### config.mk
export PLATFORM = sky130hd
export DESIGN_NAME = rf_context_engine
export DESIGN_NICKNAME = d
export VERILOG_FILES = /design/src/rtl/rf_context_engine.sv
export SDC_FILE = /design/constraint.sdc
export NUM_CORES = 1
export LEC_CHECK = 0
export CAP_MARGIN = 20
export CORE_UTILIZATION = 30
export DETAILED_ROUTE_END_ITERATION = 10
export GPL_TIMING_DRIVEN = 0
export PLACE_DENSITY = 0.6
export SKIP_LAST_GASP = 1
export SYNTH_ARGS = -nofsm -noshare
export SYNTH_HDL_FRONTEND = slang
export SYNTH_SLANG_ARGS = --single-unit
### constraint.sdc
create_clock -name clk -period 3.4 [get_ports clk]
set_input_delay 0.34 -clock clk [delete_from_list [all_inputs] [get_ports clk]]
set_output_delay 0.34 -clock clk [all_outputs]
set_load 0.03 [all_outputs]
### src/rtl/rf_context_engine.sv
`default_nettype none
// ============================================================================
// Module  : rf_context_engine
// Brief   : Moves registers 1..31 between the register file and a memory
//           context area, one register at a time.
// Rev     : 1.0  initial release
// ============================================================================
module rf_context_engine #(
    parameter int BASE_ADDR = 0,
    parameter int AW        = 10
) (
    input  logic          clk,
    input  logic          rst_n,
    input  logic          start,
    input  logic          mode,
    output logic          busy,
    output logic          done,
    output logic [4:0]    rf_ra1,
    input  logic [31:0]   rf_rd1,
    output logic          rf_we,
    output logic [4:0]    rf_wa,
    output logic [31:0]   rf_wd,
    output logic [31:0]   r30_out,
    output logic          r30_valid,
    output logic          mem_req,
    output logic          mem_wr,
    output logic [AW-1:0] mem_addr,
    output logic [31:0]   mem_wdata,
    input  logic          mem_gnt,
    input  logic          mem_rvalid,
    input  logic [31:0]   mem_rdata
);

    typedef enum logic [2:0] {
        IDLE   = 3'd0,
        S_RD   = 3'd1,
        S_REQ  = 3'd2,
        R_REQ  = 3'd3,
        R_WAIT = 3'd4,
        R_WR   = 3'd5,
        FIN    = 3'd6
    } state_t;

    localparam logic [4:0] C_FIRST_IDX = 5'd1;
    localparam logic [4:0] C_LAST_IDX  = 5'd31;
    localparam logic [4:0] C_R30_IDX   = 5'd30;

    state_t        state_q, state_d;
    logic [4:0]    idx_q, idx_d;
    logic [31:0]   mem_wdata_q, mem_wdata_d;
    logic [31:0]   rf_wd_q, rf_wd_d;
    logic [31:0]   r30_out_q, r30_out_d;
    logic [AW-1:0] w_slot_addr;

    // Slot address wraps naturally at AW bits.
    assign w_slot_addr = AW'(BASE_ADDR) + AW'(idx_q);

    always_comb begin
        state_d     = state_q;
        idx_d       = idx_q;
        mem_wdata_d = mem_wdata_q;
        rf_wd_d     = rf_wd_q;
        r30_out_d   = r30_out_q;
        busy        = (state_q != IDLE);
        done        = 1'b0;
        rf_ra1      = 5'd0;
        rf_we       = 1'b0;
        rf_wa       = 5'd0;
        r30_valid   = 1'b0;
        mem_req     = 1'b0;
        mem_wr      = 1'b0;
        mem_addr    = '0;

        case (state_q)
            IDLE: begin
                if (start) begin
                    idx_d   = C_FIRST_IDX;
                    state_d = mode ? R_REQ : S_RD;
                end
            end
            S_RD: begin
                rf_ra1      = idx_q;
                mem_wdata_d = rf_rd1;
                state_d     = S_REQ;
            end
            S_REQ: begin
                mem_req  = 1'b1;
                mem_wr   = 1'b1;
                mem_addr = w_slot_addr;
                if (mem_gnt) begin
                    if (idx_q == C_LAST_IDX) begin
                        state_d = FIN;
                    end else begin
                        idx_d   = idx_q + 5'd1;
                        state_d = S_RD;
                    end
                end
            end
            R_REQ: begin
                mem_req  = 1'b1;
                mem_addr = w_slot_addr;
                if (mem_gnt) begin
                    state_d = R_WAIT;
                end
            end
            R_WAIT: begin
                if (mem_rvalid) begin
                    if (idx_q == C_R30_IDX) begin
                        r30_out_d = mem_rdata;
                    end else begin
                        rf_wd_d = mem_rdata;
                    end
                    state_d = R_WR;
                end
            end
            R_WR: begin
                // r30 goes through the register file's dedicated input instead.
                if (idx_q == C_R30_IDX) begin
                    r30_valid = 1'b1;
                end else begin
                    rf_we = 1'b1;
                    rf_wa = idx_q;
                end
                if (idx_q == C_LAST_IDX) begin
                    state_d = FIN;
                end else begin
                    idx_d   = idx_q + 5'd1;
                    state_d = R_REQ;
                end
            end
            FIN: begin
                done    = 1'b1;
                state_d = IDLE;
            end
            default: begin
                state_d = IDLE;
            end
        endcase
    end

    always_ff @(posedge clk or negedge rst_n) begin
        if (!rst_n) begin
            state_q     <= IDLE;
            idx_q       <= C_FIRST_IDX;
            mem_wdata_q <= 32'd0;
            rf_wd_q     <= 32'd0;
            r30_out_q   <= 32'd0;
        end else begin
            state_q     <= state_d;
            idx_q       <= idx_d;
            mem_wdata_q <= mem_wdata_d;
            rf_wd_q     <= rf_wd_d;
            r30_out_q   <= r30_out_d;
        end
    end

    assign mem_wdata = mem_wdata_q;
    assign rf_wd     = rf_wd_q;
    assign r30_out   = r30_out_q;

endmodule
`default_nettype wire

# ---- After elaboration in Yosys (flattened, before gate mapping)
# Index checks and enable logic that the tools add are counted.
dict set report classes {
  addsub 1
  eq_ne 12
  muxes 23
  bitwise_logic 1
  reduce_logical 8
}
# cell count
set op_table {}
lappend op_table {{$mux 5} 7}
lappend op_table {{$mux 3} 6}
lappend op_table {{$pmux 3 s6} 1}
lappend op_table {{$pmux 5 s3} 1}
lappend op_table {{$eq 5x5->1 const B} 2}
lappend op_table {{$eq 3x3->1 const B} 3}
lappend op_table {{$reduce_and 3->1} 3}
lappend op_table {{$ne 2x2->1 const B} 4}
lappend op_table {{$mux 1} 7}
lappend op_table {{$eq 3x2->1 const B} 2}
lappend op_table {{$reduce_bool 3->1} 2}
lappend op_table {{$add 5x1->5 const B} 1}
lappend op_table {{$reduce_and 4->1} 1}
lappend op_table {{$eq 3x1->1 const B} 1}
lappend op_table {{$logic_not 3->1} 1}
lappend op_table {{$mux 2} 1}
lappend op_table {{$reduce_or 2->1} 1}
lappend op_table {{$not 1->1} 1}
dict set report totals {
  register_bits 104
  inputBits 70
  output_inout_bits 122
}

# ---- Logic depth before layout (Yosys ltp)
dict set report depth {
  ltp_word 4
  ltp_mapped 7
  ltp_nobuf 7
}

# ---- Worst setup path before layout
# No wires, ideal clock.
dict set report synth_timing {
  kind {reg2out}
  from {register idx_q[0]}
  to {output rf_wa[1]}
  arrival_ps 1829
  required_ps 3060
  path_slack_ps 1231
  path_stages_with_launch 7
  cell_sequence {dfstp_2 -> inv_1 -> ha_1 -> nand3_1 -> nor2_2 -> nor2_1 -> and2_1}
}
dict set report synth_between {
  elab_chain_len 3
}
# element line
set synth_lines {}
lappend synth_lines {{from (decl)} 49} ;# logic [4:0] idx_q, idx_d;
lappend synth_lines {{from (signal assigned)} 150} ;# idx_q <= idx_d;
lappend synth_lines {{$eq 5x5->1} 118} ;# if (idx_q == C_R30_IDX) begin
lappend synth_lines {{$mux 5} 118}
lappend synth_lines {{$mux 5} 74} ;# case (state_q)
lappend synth_lines {{to (decl)} 21} ;# output logic [4:0] rf_wa,
# No other way between the ends.

# ---- Worst setup path after layout
dict set report layout_timing {
  from {register idx_q[0]}
  to {output rf_wa[2]}
}
# Same word-level chain as after synthesis.

==> run metrics <==
CTS tree=built; Peak supply drop=0.3637 mV; HP Start=mem_wdata[26]; share of power burned in registers=0.327; ys flop type=dfrtp_1; combinational power share=0.500; sequential element share of the synthesized area=0.5826; Worst R2R Path Depth=7; hold_buf cts=1; Worst slew margin=0.6228; min cycle time layout=2.860 ns; actual slew at the worst max-slew pin=0.5658 ns; Reg clk slew, reported paths=0.07 ns; Pwr Total=5.708 mW; FF+latch count, synth=104; reg2reg setup slack=1.27 ns; vias per cell=4.480; setup ws final=0.5403 ns; RSZ-0062 raised after global routing=false; leakage dissipation=3.124 nW; Rows=44; Worst setup EP type=primary output; area growth from synthesis to layout=54.31%; die height=124.1 microns; crit-path max FO=4; DR vias=3096; P_sw=2.163 mW; DRC=0; number of synthesized flops with an enable pin=0; Worst Hold Class=flop to flop; cts repair resizes=0; hold_ws=0.4893 ns; metal3 WL=528 microns; Die Wd=124.1 microns; DRT iter0 DRCs=117; 1st-pass router iterations=4; Unique masters post-synth=43; post-layout util=0.4745; top cell type's share of synthesized area=0.5767; Critical Path AT=2.52 ns; Setup crit start=idx_q[0]; synthesized cell area=4469 sq um; GRT Total Usage=0.1442; cells after synthesis=299; final setup vio count=0; Async SR Flop Fraction=1.000; vias in the first global route=3201; Max-Cap Viols=0; Setup Skew=0.006347 ns; Critical Path Source Type=flop; initial antenna violation count=0; CP Data Required Time=3.06 ns; Max clock buf depth=2; Synth Area per Inst=14.95 sq um; CTS root buf=clkbuf_16; reg2reg start=idx_q[0]; Post-DRT Antenna Nets=0; Final Max Slew Viols=0; Core Region=14530 sq um; ANT cells=0; # nets final=576; CP Class=flop to primary output; Met2 Wirelength=5541 microns; Final Cycle Share=0.8411; RD Place Congestion=0.7717; # IOs=192; ranking of synthesized cells by area=dfrtp_1, mux2_2, mux2_4; Fmax achieved=349.7 MHz; Yosys warnings=0; Clock Sinks=104; Top Layer Used=met4; dpl ws=0.8856 ns; WHS Path Cells=1; Overflow after GRT=0; CTS H-tree lvls=3; M1 wire length=4786 microns; WL per Instance=15.96 microns; Starting Density=0.3075; CTS Buf Count=9; P per Cell Area=827.7 nW/um^2; Sw Ratio=0.3788; first-pass GRT wire length=16890 microns; largest net degree at the start of global routing=65; Worst R2R End=idx_q[2]; P_int=3.546 mW; post-CTS setup buffers=0; fraction of layout cells with a size suffix above 1=0.2584; final wirelength=11030 microns; port bufs=186; clock latency on the worst-skew pair=0.34 ns; Final HPWL DP=8253 microns; Final Hold Viols=0; die footprint=15390 sq um; status=finished clean; Clk pwr share=0.173; Endpoint, Worst Hold=mem_wdata[26]; Yosys top cell by area=dfrtp_1; setup TNS=0 ns
-- registers in the layout, indices dropped and copies added, names as in the netlist --
register,count
state_q,3
idx_q,5
r30_out,32
rf_wd,32
mem_wdata,32
-- worst max-delay path, stage by stage (launching register included) --
cell,delay [ns]
dfstp_2,0.57
inv_1,0.10
ha_1,0.22
nand3_1,0.12
nor2_2,0.08
nor2_1,0.23
and2_1,0.17
clkdlybuf4s50_1,0.67
-- layer usage --
layer / global-route usage / up-vias
met2: 0.2407 / 83
met5: 0 / -
met4: 0.06176 / 0
met1: 0.1840 / 1547
li1: - / 1456
met3: 0.02335 / 10
-- cells by family after synthesis --
| logic type | count (synthesis) | synth area share |
|---|---|---|
| muxes | 97 | 0.2693 |
| adders and majority gates | 4 | 0.01120 |
| buffers and inverters | 24 | 0.04031 |
| and+or+nand+nor | 49 | 0.06495 |
| AOI/OAI and AO/OA | 20 | 0.03079 |
| other | 1 | 0.0008391 |
| DFF | 104 | 0.5826 |
-- power groups by stage --
stage	clock network (mW)	logic [mW]	registers [mW]
2_1_floorplan	0	1.02	2.59
3_3_place_gp	0	2.85	1.88
3_5_place_dp	0	2.88	1.89
4_1_cts	1.03	2.89	1.87
5_1_grt	1.07	3.02	1.92
6_report	0.987	2.86	1.87
-- Yosys cell counts, types with 4 or more instances --
cell and instances:
mux2_2 57, nand2_1 6, nand3_1 4, a22o_1 4, o21ai_0 5, buf_6 9, mux2_4 30, mux2_1 9
dfrtp_1 103, nor2_1 11, and2_1 10, buf_4 5, ha_1 4, inv_1 5
-- final cells by class --
type | count | area, sq um
clock inverter | 4 | 28.78
multi-input combinational | 175 | 1700
clock buffer | 12 | 256.5
buffer | 18 | 157.7
sequential | 104 | 2604
timing repair buffer | 188 | 1897
tap | 184 | 230.2
inverter | 6 | 22.52
fill | 1288 | 7637
-- how the worst max path moves through the flow --
| stage | end | cells past startpoint |
|---|---|---|
| 3_3_place_gp | r30_out[13] | 1 |
| 3_5_place_dp | rf_wa[2] | 7 |
| 6_report | rf_wa[2] | 7 |
| 5_1_grt | rf_wa[1] | 7 |
| 2_1_floorplan | rf_wa[1] | 6 |
| 4_1_cts | rf_wa[2] | 7 |
-- through the flow --
step / cell area, sq um / std cells
after floorplan: 4484 / 303
after global placement: 6576 / 673
after detailed placement: 6601 / 674
after CTS: 6897 / 691
after global routing: 6897 / 691
final: 6897 / 691
-- cells in the final DEF, fill, tap and decap left out, types with 3 or more instances in the layout --
master and count:
buf_2 3, and2_1 10, mux2_2 57, o21ai_0 5, nor2_1 11, nand3_1 4, nand2_1 6, buf_6 9
inv_1 5, clkdlybuf4s50_1 185, a22o_1 4, clkbuf_16 9, mux2_4 30, ha_1 4, buf_4 6, conb_1 5
mux2_1 9, dfrtp_1 103
Power figures use the tool's default switching activity.
